==> src/rtl/adder_pkg.sv <==
// Shared definitions for the multi-cycle adder: FSM state encoding and
// sizing helpers used by the top level.
package adder_pkg;

    typedef enum logic [1:0] {
        S_IDLE = 2'd0,
        S_RUN  = 2'd1,
        S_DONE = 2'd2
    } state_e;

    // Width of the chunk index counter; a single-chunk adder still needs one bit.
    function automatic int unsigned idx_width(input int unsigned nchunk);
        return (nchunk <= 32'd1) ? 32'd1 : $clog2(nchunk);
    endfunction

endpackage

==> src/rtl/multi_cycle_adder_if.sv <==
// Start/ready/done handshake plus operand and result bus of the multi-cycle adder.
interface multi_cycle_adder_if #(
    parameter int unsigned WIDTH = 32
);
    logic             start;
    logic [WIDTH-1:0] a;
    logic [WIDTH-1:0] b;
    logic             c_in;
    logic             ready;
    logic             busy;
    logic             done;
    logic [WIDTH-1:0] sum;
    logic             c_out;
    logic             ovf;

    modport master (
        output start, a, b, c_in,
        input  ready, busy, done, sum, c_out, ovf
    );

    modport slave (
        input  start, a, b, c_in,
        output ready, busy, done, sum, c_out, ovf
    );
endinterface

==> src/rtl/adder_chunk.sv <==
// Combinational CHUNK-bit adder slice: {c_out, sum} = x + y + c_in.
module adder_chunk #(
    parameter int unsigned CHUNK = 8
) (
    input  logic [CHUNK-1:0] x,
    input  logic [CHUNK-1:0] y,
    input  logic             c_in,
    output logic [CHUNK-1:0] sum,
    output logic             c_out
);
    logic [CHUNK:0] total_s;

    // One extra bit captures the carry out of the slice.
    always_comb begin
        total_s = {1'b0, x} + {1'b0, y} + {{CHUNK{1'b0}}, c_in};
        sum     = total_s[CHUNK-1:0];
        c_out   = total_s[CHUNK];
    end
endmodule

==> src/rtl/multi_cycle_adder.sv <==
// WIDTH-bit adder that processes CHUNK bits per clock, rippling the carry
// through a register; results appear only when the whole word is done.
module multi_cycle_adder
    import adder_pkg::*;
#(
    parameter int unsigned WIDTH = 32,
    parameter int unsigned CHUNK = 8
) (
    input  logic                clk,
    input  logic                rst,
    multi_cycle_adder_if.slave  bus
);
    localparam int unsigned     NCHUNK   = (CHUNK == 32'd0) ? 32'd1 : (WIDTH / CHUNK);
    localparam int unsigned     IDXW     = idx_width(NCHUNK);
    localparam logic [IDXW-1:0] LAST_IDX = IDXW'(NCHUNK - 32'd1);

    if ((CHUNK < 32'd1) || (CHUNK > WIDTH) || ((WIDTH % CHUNK) != 32'd0)) begin : g_bad_params
        $error("multi_cycle_adder: WIDTH must be a multiple of CHUNK and 1 <= CHUNK <= WIDTH");
    end

    state_e                         state_q, state_d;
    logic [IDXW-1:0]                idx_q, idx_d;
    logic                           carry_q, carry_d;
    logic [NCHUNK-1:0][CHUNK-1:0]   a_w_q, a_w_d;
    logic [NCHUNK-1:0][CHUNK-1:0]   b_w_q, b_w_d;
    logic [NCHUNK-1:0][CHUNK-1:0]   sum_w_q, sum_w_d;
    logic [WIDTH-1:0]               sum_q, sum_d;
    logic                           c_out_q, c_out_d;
    logic                           ovf_q, ovf_d;
    logic [CHUNK-1:0]               part_s;
    logic                           carry_next_s;
    logic                           a_msb_s, b_msb_s;

    adder_chunk #(.CHUNK(CHUNK)) u_chunk (
        .x     (a_w_q[idx_q]),
        .y     (b_w_q[idx_q]),
        .c_in  (carry_q),
        .sum   (part_s),
        .c_out (carry_next_s)
    );

    assign a_msb_s = a_w_q[NCHUNK-1][CHUNK-1];
    assign b_msb_s = b_w_q[NCHUNK-1][CHUNK-1];

    // Next-state logic: operand capture, per-chunk accumulation, result load.
    always_comb begin
        state_d = state_q;
        idx_d   = idx_q;
        carry_d = carry_q;
        a_w_d   = a_w_q;
        b_w_d   = b_w_q;
        sum_w_d = sum_w_q;
        sum_d   = sum_q;
        c_out_d = c_out_q;
        ovf_d   = ovf_q;
        case (state_q)
            S_IDLE: begin
                if (bus.start) begin
                    state_d = S_RUN;
                    a_w_d   = bus.a;
                    b_w_d   = bus.b;
                    carry_d = bus.c_in;
                    idx_d   = '0;
                    sum_w_d = '0;
                end else begin
                    state_d = S_IDLE;
                end
            end
            S_RUN: begin
                sum_w_d[idx_q] = part_s;
                carry_d        = carry_next_s;
                if (idx_q == LAST_IDX) begin
                    // Publish the complete word at once; partial sums never leak out.
                    state_d = S_DONE;
                    idx_d   = '0;
                    sum_d   = sum_w_d;
                    c_out_d = carry_next_s;
                    ovf_d   = (a_msb_s == b_msb_s) && (sum_d[WIDTH-1] != a_msb_s);
                end else begin
                    state_d = S_RUN;
                    idx_d   = idx_q + IDXW'(1'b1);
                end
            end
            S_DONE: begin
                state_d = S_IDLE;
            end
            default: begin
                state_d = S_IDLE;
            end
        endcase
    end

    // State and datapath registers.
    always_ff @(posedge clk or posedge rst) begin
        if (rst) begin
            state_q <= S_IDLE;
            idx_q   <= '0;
            carry_q <= 1'b0;
            a_w_q   <= '0;
            b_w_q   <= '0;
            sum_w_q <= '0;
            sum_q   <= '0;
            c_out_q <= 1'b0;
            ovf_q   <= 1'b0;
        end else begin
            state_q <= state_d;
            idx_q   <= idx_d;
            carry_q <= carry_d;
            a_w_q   <= a_w_d;
            b_w_q   <= b_w_d;
            sum_w_q <= sum_w_d;
            sum_q   <= sum_d;
            c_out_q <= c_out_d;
            ovf_q   <= ovf_d;
        end
    end

    // Handshake status decoded from the registered state.
    always_comb begin
        bus.ready = 1'b0;
        bus.busy  = 1'b0;
        bus.done  = 1'b0;
        case (state_q)
            S_IDLE:  bus.ready = 1'b1;
            S_RUN:   bus.busy  = 1'b1;
            S_DONE:  bus.done  = 1'b1;
            default: bus.ready = 1'b0;
        endcase
        bus.sum   = sum_q;
        bus.c_out = c_out_q;
        bus.ovf   = ovf_q;
    end
endmodule

==> src/flat_wrapper.sv <==
// flat-port wrapper written by rule: the top's interface ports become plain ports
module multi_cycle_adder_flat import adder_pkg::*;
#(
    parameter int unsigned WIDTH = 32,
    parameter int unsigned CHUNK = 8
)
  (clk, rst, bus_start, bus_a, bus_b, bus_c_in, bus_ready, bus_busy, bus_done, bus_sum, bus_c_out, bus_ovf);
  multi_cycle_adder_if #(.WIDTH(WIDTH)) bus_i ();
  input  logic clk;
  input  logic rst;
  input wire logic [$bits(bus_i.start)-1:0] bus_start;
  input wire logic [$bits(bus_i.a)-1:0] bus_a;
  input wire logic [$bits(bus_i.b)-1:0] bus_b;
  input wire logic [$bits(bus_i.c_in)-1:0] bus_c_in;
  output wire logic [$bits(bus_i.ready)-1:0] bus_ready;
  output wire logic [$bits(bus_i.busy)-1:0] bus_busy;
  output wire logic [$bits(bus_i.done)-1:0] bus_done;
  output wire logic [$bits(bus_i.sum)-1:0] bus_sum;
  output wire logic [$bits(bus_i.c_out)-1:0] bus_c_out;
  output wire logic [$bits(bus_i.ovf)-1:0] bus_ovf;
  assign bus_i.start = bus_start;
  assign bus_i.a = bus_a;
  assign bus_i.b = bus_b;
  assign bus_i.c_in = bus_c_in;
  assign bus_ready = bus_i.ready;
  assign bus_busy = bus_i.busy;
  assign bus_done = bus_i.done;
  assign bus_sum = bus_i.sum;
  assign bus_c_out = bus_i.c_out;
  assign bus_ovf = bus_i.ovf;
  multi_cycle_adder #(.WIDTH(WIDTH), .CHUNK(CHUNK)) u_core (.clk(clk), .rst(rst), .bus(bus_i));
endmodule
==> config.mk <==
export PLATFORM = sky130hd
export DESIGN_NAME = multi_cycle_adder_flat
export DESIGN_NICKNAME = d
export VERILOG_FILES = /design/src/rtl/adder_pkg.sv /design/src/rtl/multi_cycle_adder_if.sv /design/src/rtl/adder_chunk.sv /design/src/rtl/multi_cycle_adder.sv /design/src/flat_wrapper.sv
export SDC_FILE = /design/constraint.sdc
export NUM_CORES = 1
export LEC_CHECK = 0
export CORE_MARGIN = 2
export CORE_UTILIZATION = 35
export CTS_CLUSTER_SIZE = 12
export DETAILED_ROUTE_END_ITERATION = 12
export SLEW_MARGIN = 25
export SYNTH_ARGS = -nofsm -noshare
export SYNTH_HDL_FRONTEND = slang
export SYNTH_SLANG_ARGS = --single-unit
==> constraint.sdc <==
create_clock -name clk -period 7.05 [get_ports clk]
set_input_delay 1.7625 -clock clk [delete_from_list [all_inputs] [get_ports clk]]
set_output_delay 1.7625 -clock clk [all_outputs]
set_load 0.01 [all_outputs]
Yosys cells after proc, flatten, opt, wreduce, memory -nomap -nowiden
Index checks and enable logic that the tools add are counted.

Logic and storage cells: 56. Output and inout port bits: 37. Input port bits: 68. Flip-flop bits (word level): 135.

Reduce and logical (&&, ||, !) cells: 7. Order comparisons: 2. $add $sub $neg: 3. Eq/ne operators: 6. Mux-type cells: 20.

Operator list (count): $pmux W32 S2 (1); $bmux W8 S2 (2); $bwmux W32 (1); $mux W32 (1); $mux W8 (3); $demux W8 S2 (1); $add A8 B8 Y9 (1); $add A9 B1 Y9 (1); $pmux W2 S2 (2); $mux W2 (3); $reduce_and A2 Y1 (3); $mux W1 (5); $eq A2 B2 Y1 const B (2); $lt A2 B3 Y1 const B (1); $add A2 B1 Y2 const B (1); $eq A2 B1 Y1 const B (1); $ge A2 B1 Y1 const B (1); $logic_and A1 B1 Y1 (2); $logic_not A2 Y1 (1); $ne A2 B2 Y1 const B (1); $pmux W1 S2 (1); $reduce_bool A2 Y1 (1); $eq A1 B1 Y1 (1); $ne A1 B1 Y1 (1).

Depth between registers and ports, before layout
Depth after elaboration: 7. Mapped depth: 11.

Cells and area by module
A second synthesis with hierarchy kept.

Cell total of the unflattened synthesis: 576. Area total of the unflattened synthesis: 5891.9 sq um.

Modules (own cells, without submodules): multi_cycle_adder (area each 5545.3 sq um, instances 1, cells each 535, seq. area each 3203.1 sq um); adder_chunk (area each 346.6 sq um, instances 1, cells each 41, seq. area each 0.0 sq um).

Worst setup path after synthesis
No wires, ideal clock.

Kind: flip-flop to flip-flop. Start: register u_core.idx_q[1]. End: register u_core.sum_q[30], in the netlist u_core.bus.sum[30]. Stages on the path, launching flop included: 12. Data arrival time: 3.058 ns. Data required time: 6.925 ns. Period minus slack after synthesis: 3.183 ns. Slack: 3.867 ns. Path buffers: 2. Cell sequence: dfrtp_1 > buf_2 > buf_1 > mux4_2 > fa_1 > inv_1 > fa_1 > nor2b_4 > o31a_4 > o32a_2 > and2_4 > mux2_4.

Cells in the longest elaborated chain, start to end: 5. Elaborated cells on any way between the ends: 14. Those cells by class: add/sub: 2; order compare: 2; eq/ne: 1; mux: 7; reduce/logical: 2.

Ends and longest elaborated chain: start, declared (line multi_cycle_adder.sv:22) `logic [IDXW-1:0] idx_q, idx_d;`; start signal, assigned (line multi_cycle_adder.sv:107) `idx_q <= idx_d;`; $bmux W8 S2, or another cell as far along (line multi_cycle_adder.sv:35) `.x (a_w_q[idx_q]),`; $mux W8 (not written as such), or another cell as far along (line multi_cycle_adder.sv:35); $add A8 B8 Y9 or $mux W8 (tied branches) (line adder_chunk.sv:15, multi_cycle_adder.sv:70); $add A9 B1 Y9 or $demux W8 S2 (tied branches); $bwmux W32 (line multi_cycle_adder.sv:70) `sum_w_d[idx_q] = part_s;`; end signal, assigned (line multi_cycle_adder.sv:112) `sum_q <= sum_d;`; end, declared (line multi_cycle_adder.sv:27) `logic [WIDTH-1:0] sum_q, sum_d;`.

Several ways; a longest one is shown, not always the timed one. The select of a mux whose other input is x is not followed. A chain may end at the register's enable or synchronous reset.

Worst setup path after layout
Start: register u_core.state_q[1]. End: output port bus_busy.

Cells in the longest elaborated chain, start to end: 2.

Ends and longest elaborated chain: start, declared (line multi_cycle_adder.sv:21) `state_e state_q, state_d;`; start signal, assigned (line multi_cycle_adder.sv:106) `state_q <= state_d;`; $eq A2 B1 Y1 (line multi_cycle_adder.sv:123) `case (state_q)`; $mux W1 (line multi_cycle_adder.sv:123); end, declared (line flat_wrapper.sv:16) `output wire logic [$bits(bus_i.busy)-1:0] bus_busy;`.

Every way passes these cells.

==> impl_results.md <==
- Minimum clock period: 3.88 ns
- R2R Path Start: u_core.idx_q[1]
- Vias per inst: 4.80
- Yosys Warn Count: 0
- Sink Count: 127
- Hold Path End: u_core.b_w_q[23]
- Placed cell area: 7020 µm²
- Total wire length: 13.9 mm
- CTS Hold Bufs: 0
- DR iter-0 viols: 288
- Finished Core Util: 46.3%
- Total gr overflow: 0
- WL/cell: 15.4 µm
- Largest net degree at the start of global routing: 71
- Synth area leaders: dfrtp_1 55%, nand2_1 15%, mux4_2 6.2%
- Clock network latency to the later pin of the worst-skew pair: 0.42 ns
- Critical R2R Capture: u_core.bus.sum[20]
- Mapped cell area: 5800 µm²
- Mux cell area share after synthesis: 9.49%
- I/O pin total: 105
- Number of synthesized flops with an enable pin: 0
- Setup TNS Final: 0 ns
- Initial antenna violation count: 0
- Max incr delay on CP: 0.63 ns
- Die Wd: 133 µm
- Num CTS Buffers: 17
- Share of the clock period used by the worst path: 55.1%
- Postcts setup bufs: 0
- Vias in the first global route: 4542
- Design area: 7590 µm²
- Status: complete, no violations
- Area grow syn2layout: 30.9%
- CP Max Fanout: 19
- Asr flop ratio synth: 100%
- Main combinational cell family by area after synthesis: simple AND/OR/NAND/NOR gates
- Synth top area share: 54.8%
- Die height: 133 µm
- Synth Net Count: 654
- Max-cap violations: 0
- Number of synthesized register bits: 127
- Via count: 4329
- Hold path cells: 2
- Simple-Gate Fraction of Synth Area: 18.3%
- GPL Wtd Cong: 0.796
- RSZ-0062 raised after global routing: false
- Largest area contributor in the netlist: dfrtp_1
- Root buffer cell: clkbuf_16
- Register area share after synthesis: 54.8%
- Diode count: 0
- Critical path cell sequence: nand2b_1 -> inv_2 -> clkdlybuf4s50_1
- Core area: 16400 µm²
- Compound-Gate Fraction of Synth Area: 10.8%
- HPWL Detailed: 9.70 mm
- Min-delay src: u_core.b_w_q[23]
- Final nets: 749
- First-pass GRT wire length: 23.3 mm
- CTS tree: yes
- CTS Buffer Depth: 2
- Final Max Slew Viols: 0
- XOR/XNOR Fraction of Synth Area: 0.604%
- Die Area: 17600 µm²
- PortBufs: 104
- Power per cell area: 585 nW/µm²
- # rows: 47
- Critical path class: register to output port
- Leak: 3.53 nW
- VDD IR max: 0.257 mV
- Total GRT Usage: 17.0%
- Final hold viol count: 0
- Top_reg_cell synth: dfrtp_1
- Crit path launch type: register
- Share of cells above drive strength 1: 10.3%
- Final Setup Violations: 0
- Worst Hold Class: register to register
- CP Capture Type: output port
- Routed Antenna Nets: 0
- Cell count of the worst reg-to-reg path: 10
- DRC errors left: 0
- Slew @ Worst Pin: 0.875 ns
- Skew final: 0.0145 ns
- Slew margin rel.: 41.7%
- Flop2flop setup slack: 3.57 ns
- Post-Synthesis Cells: 573
- Resized cells post-CTS: 0
- Initial Utilization: 35.4%
- Clock-pin slew on the worst setup and hold paths: 0.06 ns
- Worst EP arrival: 2.12 ns
- Max frequency: 257 MHz
- H-Tree Depth: 4
- First drt pass iteration count: 4
- Post-Synth Adder-Cell Area: 3.06%
- Data required time of the worst path: 5.29 ns
- Distinct cells, synth: 46
- Crit-path slowest cell: clkdlybuf4s50_1
- Syn Area/Cell: 10.1 µm²
## critical path: cells and delay by family (launching register included)
family | cells | cell delay [ns]
and+or+nand+nor | 1 | 0.33
DFF | 1 | 0.38
buffers and inverters | 2 | 1.00
## synthesized netlist by cell type, drive strengths merged (3+ instances only)
| master | instances |
|---|---|
| a32o | 12 |
| and2 | 5 |
| dfrtp | 127 |
| a22o | 12 |
| nor2 | 12 |
| nor2b | 8 |
| inv | 8 |
| mux4 | 16 |
| ha | 11 |
| buf | 11 |
| nand2 | 235 |
| clkbuf | 22 |
| a21oi | 8 |
| a21o | 3 |
| o21ai | 35 |
| mux2i | 16 |
| a31oi | 7 |
## power breakdown
group	internal [mW]	switching [mW]
logic	1.01	1.36
clock network	0.526	0.314
registers	1.05	0.174
## how the worst max path moves through the flow
stage	end	startpoint	cells past startpoint
finish	bus_busy	u_core.state_q[1]	3
global route	bus_busy	u_core.state_q[1]	3
CTS	bus_busy	u_core.state_q[1]	3
detailed placement	u_core.bus.sum[11]	rst	3
global placement	u_core.bus.sum[13]	rst	3
floorplan	u_core.a_msb_s	rst	1
## per-stage QoR
stage          instances  total power, mW  hold WS, ns  worst slack, ns
3_5_place_dp         869             3.63        0.460             3.34
4_1_cts              901             4.49        0.474             3.15
5_1_grt              901             4.77        0.498             3.06
2_1_floorplan        573             2.84        0.440             1.90
3_3_place_gp         869             3.56        0.452             3.40
6_report             901             4.44        0.469             3.17
## per-layer routing
| layer | vias up | global-route usage, % | part of all wire [%] | wire (µm) |
|---|---|---|---|---|
| met3 | 13 | 3.79 | 4.4 | 604 |
| met5 | - | 0 | 0 | 0 |
| met4 | 0 | 5.97 | 1.4 | 189 |
| met2 | 119 | 26.5 | 48 | 6630 |
| met1 | 2073 | 23.4 | 47 | 6460 |
| li1 | 2124 | - | - | - |
## kinds of logic (layout without fill, tap and decap cells)
group / after synthesis / count (layout)
compound gates: 87 / 87
fa+ha+maj: 13 / 13
flops: 127 / 127
xor+xnor: 4 / 4
simple gates: 267 / 267
buf+inv: 41 / 149
mux: 34 / 34
## placed cells by master, fill, tap and decap left out, drive strengths merged, types with 3 or more instances in the layout
| cell type | synthesis | routed |
|---|---|---|
| ha | 11 | 11 |
| clkbuf | 22 | 21 |
| inv | 8 | 8 |
| clkinv | 0 | 6 |
| nor2 | 12 | 12 |
| a32o | 12 | 12 |
| a21oi | 8 | 8 |
| mux4 | 16 | 16 |
| dfrtp | 127 | 127 |
| and2 | 5 | 5 |
| a31oi | 7 | 7 |
| nor2b | 8 | 8 |
| clkdlybuf4s50 | 0 | 104 |
| a22o | 12 | 12 |
| nand2 | 235 | 235 |
| o21ai | 35 | 35 |
| buf | 11 | 5 |
| mux2i | 16 | 16 |
| a21o | 3 | 3 |
| clkinvlp | 0 | 3 |
## final cells by class
cell class              count  area, µm²
clock inverters            11        116
inverters                   8       32.5
repair buffers            109       1080
fillers                  1520       8810
flip-flops and latches    127       3180
well taps                 220        275
clock buffers              21        450
multi-input cells         405       2460
## state kept, by name (all words and copies together), names as in the netlist
register,count
u_core.b_msb_s,1
u_core.sum_w_q,24
u_core.bus.sum,32
u_core.a_msb_s,1
u_core.b_w_q,31
u_core.carry_q,1
u_core.idx_q,2
u_core.state_q,2
u_core.bus.c_out,1
u_core.bus.ovf,1
u_core.a_w_q,31
No activity file was read; power rests on OpenSTA's default activity.
